[config.mk]
export PLATFORM = sky130hd
export DESIGN_NAME = instr_encoder_flat
export DESIGN_NICKNAME = d
export VERILOG_FILES = /design/src/rtl/instr_encoder_if.sv /design/src/rtl/instr_encoder.sv /design/src/flat_wrapper.sv
export SDC_FILE = /design/constraint.sdc
export NUM_CORES = 1
export LEC_CHECK = 0
export CAP_MARGIN = 20
export CORE_MARGIN = 2
export CORE_UTILIZATION = 25
export CTS_CLUSTER_SIZE = 40
export DETAILED_ROUTE_END_ITERATION = 12
export HOLD_SLACK_MARGIN = 0.15
export PLACE_DENSITY = 0.62
export SLEW_MARGIN = 20
export SYNTH_ARGS = -nofsm -noshare
export SYNTH_HDL_FRONTEND = slang
export SYNTH_SLANG_ARGS = --single-unit
[constraint.sdc]
create_clock -name clk_i -period 2 [get_ports clk_i]
set_clock_uncertainty 0.2 [all_clocks]
set_input_delay 0.6 -clock clk_i [delete_from_list [all_inputs] [get_ports clk_i]]
set_output_delay 0.6 -clock clk_i [all_outputs]
set_load 0.005 [all_outputs]
[src/rtl/instr_encoder_if.sv]
// Field-bundle input and encoded-word output channels of the RV32 instruction encoder.
// The encoder connects through the slave modport; the producer/consumer side uses master.
interface instr_encoder_if #(
  parameter int ADDR_W = 32
);
  logic              in_valid;
  logic              in_ready;
  logic [2:0]        fmt;
  logic [4:0]        rd;
  logic [4:0]        rs1;
  logic [4:0]        rs2;
  logic [2:0]        funct3;
  logic [6:0]        funct7;
  logic [31:0]       imm;
  logic              last;
  logic              out_valid;
  logic              out_ready;
  logic [31:0]       out_word;
  logic [ADDR_W-1:0] out_addr;

  modport master (
    output in_valid, fmt, rd, rs1, rs2, funct3, funct7, imm, last, out_ready,
    input  in_ready, out_valid, out_word, out_addr
  );

  modport slave (
    input  in_valid, fmt, rd, rs1, rs2, funct3, funct7, imm, last, out_ready,
    output in_ready, out_valid, out_word, out_addr
  );
endinterface

[src/rtl/instr_encoder.sv]
// Streaming RV32 instruction encoder: field bundles in, 32-bit words with addresses out.
// Optional macro IMM_CHECK_EN adds immediate range checking to err_o.
module instr_encoder #(
  parameter int ADDR_W = 32,
  parameter int CNT_W  = 16
) (
  input  logic              clk_i,
  input  logic              rst_i,
  input  logic              start_i,
  input  logic [ADDR_W-1:0] base_addr_i,
  instr_encoder_if.slave    bus,
  output logic              done_o,
  output logic [CNT_W-1:0]  count_o,
  output logic              err_o,
  output logic [1:0]        state_o
);

  typedef enum logic [1:0] {
    S_IDLE   = 2'd0,
    S_ACTIVE = 2'd1,
    S_DRAIN  = 2'd2
  } state_e;

  state_e            state_q, state_d;
  logic              valid_q, valid_d;
  logic              last_q, last_d;
  logic              done_q, done_d;
  logic              err_q, err_d;
  logic [31:0]       word_q, word_d;
  logic [ADDR_W-1:0] addr_q, addr_d;
  logic [CNT_W-1:0]  count_q, count_d;

  logic              start_go, accept, out_hs;
  logic [31:0]       enc_word;
  logic              enc_illegal, imm_bad;
  logic signed [31:0] imm_s;

  // Valid/ready: a transfer happens on a rising edge where valid and ready are both 1;
  // valid never depends on ready, and a raised out_valid holds word/addr until taken.
  assign start_go = (state_q == S_IDLE) && start_i;
  assign bus.in_ready = (state_q == S_ACTIVE) && (!valid_q || bus.out_ready);
  assign accept   = bus.in_valid && bus.in_ready;
  assign out_hs   = valid_q && bus.out_ready;
  assign imm_s    = bus.imm;

  always_comb begin
    enc_word    = 32'h0000_0013;
    enc_illegal = 1'b0;
    case (bus.fmt)
      3'd0: enc_word = {bus.funct7, bus.rs2, bus.rs1, bus.funct3, bus.rd, 7'b0110011};
      3'd1: enc_word = {bus.imm[11:0], bus.rs1, bus.funct3, bus.rd, 7'b0010011};
      3'd2: enc_word = {bus.imm[11:0], bus.rs1, bus.funct3, bus.rd, 7'b0000011};
      3'd3: enc_word = {bus.imm[11:5], bus.rs2, bus.rs1, bus.funct3, bus.imm[4:0], 7'b0100011};
      3'd4: enc_word = {bus.imm[12], bus.imm[10:5], bus.rs2, bus.rs1, bus.funct3,
                        bus.imm[4:1], bus.imm[11], 7'b1100011};
      default: enc_illegal = 1'b1;
    endcase
  end

`ifdef IMM_CHECK_EN
  always_comb begin
    imm_bad = 1'b0;
    case (bus.fmt)
      3'd1, 3'd2, 3'd3: imm_bad = (imm_s < -32'sd2048) || (imm_s > 32'sd2047);
      3'd4:             imm_bad = (imm_s < -32'sd4096) || (imm_s > 32'sd4094) || bus.imm[0];
      default:          imm_bad = 1'b0;
    endcase
  end
`else
  assign imm_bad = 1'b0;
  logic unused_imm;
  assign unused_imm = ^imm_s;
`endif

  always_comb begin
    state_d = state_q;
    case (state_q)
      S_IDLE:   if (start_i) state_d = S_ACTIVE;
      S_ACTIVE: if (accept && bus.last) state_d = S_DRAIN;
      S_DRAIN:  if (out_hs) state_d = S_IDLE;
      default:  state_d = S_IDLE;
    endcase
  end

  always_comb begin
    valid_d = valid_q;
    last_d  = last_q;
    word_d  = word_q;
    addr_d  = addr_q;
    count_d = count_q;
    err_d   = err_q;
    done_d  = out_hs && last_q;
    if (start_go) begin
      addr_d  = base_addr_i;
      count_d = '0;
      err_d   = 1'b0;
    end else begin
      if (out_hs) begin
        addr_d  = addr_q + ADDR_W'(4);
        count_d = count_q + CNT_W'(1);
      end
      if (accept && (enc_illegal || imm_bad)) err_d = 1'b1;
    end
    // A same-edge handshake and accept simply replaces the word: full throughput.
    if (accept) begin
      valid_d = 1'b1;
      last_d  = bus.last;
      word_d  = enc_word;
    end else if (out_hs) begin
      valid_d = 1'b0;
    end
  end

  always_ff @(posedge clk_i) begin
    if (!rst_i) begin
      state_q <= S_IDLE;
      valid_q <= 1'b0;
      last_q  <= 1'b0;
      done_q  <= 1'b0;
      err_q   <= 1'b0;
      word_q  <= '0;
      addr_q  <= '0;
      count_q <= '0;
    end else begin
      state_q <= state_d;
      valid_q <= valid_d;
      last_q  <= last_d;
      done_q  <= done_d;
      err_q   <= err_d;
      word_q  <= word_d;
      addr_q  <= addr_d;
      count_q <= count_d;
    end
  end

  assign bus.out_valid = valid_q;
  assign bus.out_word  = word_q;
  assign bus.out_addr  = addr_q;
  assign done_o        = done_q;
  assign count_o       = count_q;
  assign err_o         = err_q;
  assign state_o       = state_q;

endmodule

[src/flat_wrapper.sv]
// flat-port wrapper written by rule: the top's interface ports become plain ports
module instr_encoder_flat 
#(
  parameter int ADDR_W = 32,
  parameter int CNT_W  = 16
)
  (clk_i, rst_i, start_i, base_addr_i, done_o, count_o, err_o, state_o, bus_in_valid, bus_fmt, bus_rd, bus_rs1, bus_rs2, bus_funct3, bus_funct7, bus_imm, bus_last, bus_out_ready, bus_in_ready, bus_out_valid, bus_out_word, bus_out_addr);
  instr_encoder_if #(.ADDR_W(ADDR_W)) bus_i ();
  input  logic clk_i;
  input  logic rst_i;
  input  logic start_i;
  input  logic [ADDR_W-1:0] base_addr_i;
  output logic done_o;
  output logic [CNT_W-1:0] count_o;
  output logic err_o;
  output logic [1:0] state_o;
  input wire logic [$bits(bus_i.in_valid)-1:0] bus_in_valid;
  input wire logic [$bits(bus_i.fmt)-1:0] bus_fmt;
  input wire logic [$bits(bus_i.rd)-1:0] bus_rd;
  input wire logic [$bits(bus_i.rs1)-1:0] bus_rs1;
  input wire logic [$bits(bus_i.rs2)-1:0] bus_rs2;
  input wire logic [$bits(bus_i.funct3)-1:0] bus_funct3;
  input wire logic [$bits(bus_i.funct7)-1:0] bus_funct7;
  input wire logic [$bits(bus_i.imm)-1:0] bus_imm;
  input wire logic [$bits(bus_i.last)-1:0] bus_last;
  input wire logic [$bits(bus_i.out_ready)-1:0] bus_out_ready;
  output wire logic [$bits(bus_i.in_ready)-1:0] bus_in_ready;
  output wire logic [$bits(bus_i.out_valid)-1:0] bus_out_valid;
  output wire logic [$bits(bus_i.out_word)-1:0] bus_out_word;
  output wire logic [$bits(bus_i.out_addr)-1:0] bus_out_addr;
  assign bus_i.in_valid = bus_in_valid;
  assign bus_i.fmt = bus_fmt;
  assign bus_i.rd = bus_rd;
  assign bus_i.rs1 = bus_rs1;
  assign bus_i.rs2 = bus_rs2;
  assign bus_i.funct3 = bus_funct3;
  assign bus_i.funct7 = bus_funct7;
  assign bus_i.imm = bus_imm;
  assign bus_i.last = bus_last;
  assign bus_i.out_ready = bus_out_ready;
  assign bus_in_ready = bus_i.in_ready;
  assign bus_out_valid = bus_i.out_valid;
  assign bus_out_word = bus_i.out_word;
  assign bus_out_addr = bus_i.out_addr;
  instr_encoder #(.ADDR_W(ADDR_W), .CNT_W(CNT_W)) u_core (.clk_i(clk_i), .rst_i(rst_i), .start_i(start_i), .base_addr_i(base_addr_i), .bus(bus_i), .done_o(done_o), .count_o(count_o), .err_o(err_o), .state_o(state_o));
endmodule
==> metrics.cfg, run 1 <==
[status]
outcome = finished with violations
violations = setup timing

[synth]
syn_avg_cell_area_sq_um = 8.17
yosys.area.top_type = dfxtp_1
ys_seq_area_share_pct = 41.2
synthFlopType = dfxtp_1
ys_async_sr_fraction_pct = 0
synth_cell_types = 48
synth-edff-count = 0
synth_seq_cells = 83
synth_top_area_share_pct = 41.2
yosys_warnings = 0
syn-cell-area_sq_mm = 0.00404
synth.most_common_cell = dfxtp_1
synth_common_cells = 83 x dfxtp_1, 59 x nand2_1, 57 x nor2_1
synth_cells = 494
synthTopCellsByArea = dfxtp_1 41%, xor2_1 6.5%, nand2_1 5.5%

[final_layout]
syn_to_final_growth_pct = 73.4
fin_cells = 942
diodes = 0
drive_above_1_share_pct = 24.0
final_nets = 821

[route]
vias_per_cell = 4.73
drt_iter0_drc = 172
vias = 4452
antenna_left = 0
dr.pass1.iters = 4
routed_wirelength_um = 13900
routedWlPerCell_um = 14.8
route.detailed.drc = 0

[grt]
grt_pass1_wl_um = 21400
antenna_found_initial = 0
grt_pass1_vias = 4383
track_usage_pct = 15.9
grt_overflow = 0
grt_max_degree = 29

[pwr]
p_comb_share_pct = 18.9
p_int_mw = 3.38
pwr-share-clk_pct = 40.6
p_switching_mw = 1.14
ir_drop_uv = 409
power_frac_seq_pct = 40.5
p_leak_nw = 3.38
power.density_mw_per_mm2 = 646
swShare_pct = 25.2

[setup_path]
end_kind = primary output
required_ps = 1200
cp.arrival_ps = 1200
crit_path_start_kind = input port
cp_max_fo = 2
setup.worst_path.class = input port to primary output

[clock_tree]
cts.htree.levels = 3
cts_sinks = 83
cts.clk_slew.worst_paths_ps = 60
clock_latency_ps = 340
cts_tree = done
clock_path_buffers = 2
cts_inserted_buffers = 9
cts-root-buf = clkbuf_16

[timing]
rsz0062_at_grt = true
setup_violations = 1
hold_slack_ps = 249
fmax_ghz = 0.499
min_period_over_period_pct = 100
hold_viol = 0
slew_viol_final = 0
finalCriticalPeriod_ps = 2000
worst_slack_ps = -3.96

[die]
initial_core_util_pct = 25.5
chipHeight_um = 131
core.rowCount = 46
io-pin-count = 184
fp.coreArea_sq_mm = 0.0158
die_w_um = 131
dieArea_sq_mm = 0.0172

[placed_design]
gp_congestion = 0.861
post-place-cells = 900
hpwl_um = 10400
place.port_buffers = 162
pre_cts_ws_ps = -816

[min_path]
hold_class = flip-flop to flip-flop

[flow_run]
maxCapViolations = 0

metrics by stage:
stage	area (sq um)	setup TNS, ps	util, %	power, mW
3_3_place_gp	6330	-34910	40.0	2.71
3_5_place_dp	6330	-37040	40.0	2.72
6_report	7000	-3.96	44.2	4.52
5_1_grt	7000	-74.4	44.2	4.73
4_1_cts	6900	-15.0	43.6	4.59
2_1_floorplan	4040	-224	-	2.17
cells by family after synthesis:
kind of cell | Yosys count | share of synthesized area, %
and+or+nand+nor | 207 | 25.7
AOI/OAI and AO/OA | 115 | 17.8
DFF | 83 | 41.2
xor gates and xnor gates | 40 | 8.68
buffers and inverters | 37 | 3.72
muxes | 9 | 2.26
adders and majority gates | 2 | 0.620
other | 1 | 0.0929
cell usage in the layout (no fill, tap or decap), drive strengths merged, types with 19 or more instances in the layout:
| cell | netlist | layout |
|---|---|---|
| a21oi | 40 | 40 |
| buf | 6 | 89 |
| clkdlybuf4s50 | 0 | 83 |
| dfxtp | 83 | 83 |
| dlygate4sd2 | 0 | 49 |
| dlymetal6s2s | 0 | 28 |
| nand2 | 59 | 59 |
| nand3 | 19 | 19 |
| nor2 | 57 | 57 |
| o21ai | 25 | 25 |
| xor2 | 30 | 30 |
power groups by stage:
stage | Sequential, mW | Clock, mW | Combinational (mW)
2_1_floorplan | 1.88 | 0 | 0.298
4_1_cts | 1.83 | 1.90 | 0.865
3_3_place_gp | 1.88 | 0 | 0.827
5_1_grt | 1.84 | 1.95 | 0.934
3_5_place_dp | 1.88 | 0 | 0.842
6_report | 1.83 | 1.84 | 0.857
timing repair:
item | 4_1_cts | 5_1_grt
pin swaps | 1 | 3
setup endpoints to repair | 137 | 43
setup buffers | 25 | 1
gates resized for setup | 131 | 35
hold buffers | 0 | 0
critical path: stages:
cell and delay (ps):
buf_6 100, or2b_4 250, and2_4 140, buf_6 110
path summary, 6_finish.rpt:
path | startpoint | endpoint | slack (ps) | depth (start not counted)
min reg2reg | u_core.bus.out_word[4]$_SDFFE_PN0P_ | u_core.bus.out_word[4]$_SDFFE_PN0P_ | 250 | 2
max reg2reg | u_core.bus.out_addr[2]$_SDFFE_PN0P_ | u_core.bus.out_addr[31]$_SDFFE_PN0P_ | 40 | 6
max | bus_out_ready | bus_in_ready | -4 | 4
min | u_core.bus.out_word[4]$_SDFFE_PN0P_ | u_core.bus.out_word[4]$_SDFFE_PN0P_ | 250 | 2
sequential cells by signal, summed over array words and instances, names as in the netlist:
register / flops
u_core.state_o: 2
u_core.err_o: 1
u_core.bus.out_word: 29
u_core.bus.out_addr: 32
u_core.done_o: 1
u_core.bus.out_valid: 1
u_core.last_q: 1
u_core.count_o: 16
layer usage:
metal  part of all wire (%)  vias to the layer above  track usage, %
met2                     47                      134            26.1
met1                     43                     2083            19.4
met5                      0                        -               0
met3                    6.9                       24            5.32
met4                    2.2                        0            6.13
li1                       -                     2211               -
layout make-up:
type | count | area [sq um]
fill | 1554 | 8830
timing repair buffer | 249 | 2370
multi-input combinational | 375 | 2260
sequential | 83 | 1760
tap | 216 | 270
clock buffer | 11 | 243
clock inverter | 5 | 85.1
inverter | 3 | 11.3
No activity file was read; power rests on OpenSTA's default activity.
==> inputs of run 2 (changes only) <==
- ABC_AREA: default -> 1
- CORE_ASPECT_RATIO: default -> 0.5
- PLACE_DENSITY: 0.62 -> 0.6
==> run 2 against run 1 <==
Effect of this change: the run now ends clean; maximum frequency increased by 1.8%; utilization decreased by 3.1 points; non-clock buffer count decreased by 14; cell area increased by 2.7%; wire length increased by 11%; sequential share of layout area decreased by 0.75 points; via count increased by 16%; total power decreased by 7.8%; global-route usage increased by 0.22 points; clock-buffer cell count decreased by 1; hold slack improved by 6.3 ps; clock power decreased by 13%; largest power group is now sequential cells; highest routed layer unchanged.
==> metrics.cfg, run 2 <==
[timing]
slew_viol_final = 0
setup_tns_ps = 0
setup_violations = 0
finalCriticalPeriod_ps = 1970
hold_viol = 0
fmax_ghz = 0.508
min_period_over_period_pct = 98.4

[final_layout]
final_cell_mix = 253 x nand2_1, 83 x clkdlybuf4s50_1, 72 x buf_4, 61 x nor2_1, 61 x a21oi_1
fin_cells = 1170
fillers = 1805
largest_register_ffs = 32
syn_to_final_growth_pct = 60.0
final_nets = 1031
final_common_cell = nand2_1
drive_above_1_share_pct = 18.7
diodes = 0
seqCellArea_sq_mm = 0.00175
multi_input_area_sq_mm = 0.00246

[route]
antenna_left = 0
dr.max_layer_used = met4
vias_per_cell = 4.40
dr.pass1.iters = 4
drt_iter0_drc = 226
vias = 5149
routedWlPerCell_um = 13.2
routed_wirelength_um = 15400
wl_met2_um = 7490
route.detailed.drc = 0
m1WireLength_um = 6850
wl_met3_um = 693

[grt]
track_usage_pct = 16.2
grt_pass1_wl_um = 25100
grt_overflow = 0
grt_pass1_vias = 5111
antenna_found_initial = 0
grt_max_degree = 30

[setup_path]
path_cells = clkdlybuf4s50_1
r2r_start = u_core.bus.out_addr[3]$_SDFFE_PN0P_
cpMaxStageDelayCell = clkdlybuf4s50_1
slowest_delay_ps = 500
worst-path-buf-inv = 1
cp_max_fo = 2
setup.worst_path.class = flip-flop to primary output
end_kind = primary output
required_ps = 1200
crit_path_start = u_core.bus.out_word[19]$_SDFFE_PN0P_
crit_family = buffers and inverters
cp.arrival_ps = 1170
crit_path_start_kind = flip-flop

[flow_run]
maxCapViolations = 0

[min_path]
hold_class = flip-flop to flip-flop
min_from = u_core.last_q$_SDFFE_PN0P_

[placed_design]
gp_congestion = 0.870
hpwl_um = 12100
post-place-cells = 1144
place.port_buffers = 162

[synth]
synth_common_cells = 253 x nand2_1, 83 x dfxtp_1, 63 x nor2_1
synth_top_area_share_pct = 37.0
ys_async_sr_fraction_pct = 0
synth.most_common_cell = nand2_1
synth_cells = 711
syn_avg_cell_area_sq_um = 6.32
synth_cell_types = 33
synthTopCellsByArea = dfxtp_1 37%, nand2_1 21%, a21oi_1 6.8%
yosys.area.top_type = dfxtp_1
syn-cell-area_sq_mm = 0.00449
synth_seq_cells = 83
synthFlopType = dfxtp_1
synth-edff-count = 0
yosys_warnings = 0
ys_seq_area_share_pct = 37.0

[clock_tree]
hold_buffers = 0
cts_inserted_buffers = 9
cts_sinks = 83
cts.clk_slew.worst_paths_ps = 70
clock_path_buffers = 2
cts-root-buf = clkbuf_16
cts_tree = done
cts.htree.levels = 3
clock_latency_ps = 340

[die]
die_w_um = 194
chipHeight_um = 98.8
initial_core_util_pct = 25.7
fp.coreArea_sq_mm = 0.0175
dieArea_sq_mm = 0.0191
core.rowCount = 34
io-pin-count = 184

[pwr]
p_leak_nw = 3.34
ir_drop_uv = 383
power.density_mw_per_mm2 = 580

[status]
outcome = finished, final reports clean

## run 2: changes by cell type in the layout (fill, tap and decap cells not counted), moves of 11 or more
cell,change
nand2_1,+195
nand3_1,+39
nor2b_1,-11
xor2_1,-29
inv_2,+12
nand4_1,-12
a21oi_1,+21
dfxtp_2,-11
inv_1,+51
## run 2: cells by family after synthesis
group                    count (synthesis)  synth area share [%]
adder cells (fa/ha/maj)                  2                 0.557
other                                    1                0.0835
AO/OA/AOI/OAI                          116                  13.9
AND/OR/NAND/NOR                        416                  39.8
flip-flops                              83                  37.0
buffers and inverters                   92                  8.41
XOR/XNOR                                 1                 0.195
## run 2: power breakdown
part           switching (mW)  internal, mW
Sequential             0.0634          1.72
Clock                   0.720         0.876
Combinational           0.372         0.420
Total                    1.15          3.02
## run 2: worst reg2reg max path, cell delays in order, from the launching register on
cell     delay [ps]
dfxtp_2         320
buf_4           110
ha_1            180
nand2_1         100
nor2_2          150
nand2_1         140
nor2_4          190
nand2_1          70
nand2_1          60
nand3_1          60
nand2_1          60
a21oi_1          50
## run 2: cell type report
type                            count  area share (%)
Multi-Input combinational cell    537            34.3
Timing Repair Buffer              235            30.0
Sequential cell                    83            24.4
Tap cell                          234            4.07
Inverter                           65            3.39
Clock buffer                       10            3.33
Clock inverter                      6           0.557
## run 2: final timing paths
path                                                              to  slack, ps  cells past startpoint
worst max-delay path                                bus_out_word[19]         30                      1
worst min-delay path                        u_core.done_o$_SDFF_PN0_        260                      2
worst max register to register  u_core.bus.out_addr[20]$_SDFFE_PN0P_        190                     11
worst min register to register              u_core.done_o$_SDFF_PN0_        260                      2
## run 2: metrics by stage
stage / utilization [%] / cell area (sq um) / total power, mW / setup WS (ps) / hold slack [ps]
after floorplan: - / 4500 / 2.15 / 226 / 218
after global placement: 38.7 / 6760 / 2.65 / -539 / 226
after detailed placement: 38.7 / 6760 / 2.66 / -538 / 248
after CTS: 40.8 / 7130 / 4.24 / 0.559 / 258
after global routing: 41.1 / 7190 / 4.39 / -1.45 / 277
final: 41.1 / 7190 / 4.17 / 31.5 / 256
## run 2: timing repair
item                       4_1_cts  5_1_grt
resized for setup              118       24
buffers inserted                10        0
pin swaps                        2        0
setup endpoints to repair       71       33
## run 2: per-layer routing
metal	global-route usage, %	vias to the layer above
li1	-	2711
met1	19.1	2311
met2	29.0	105
met3	3.76	22
met4	5.75	0
met5	0	-
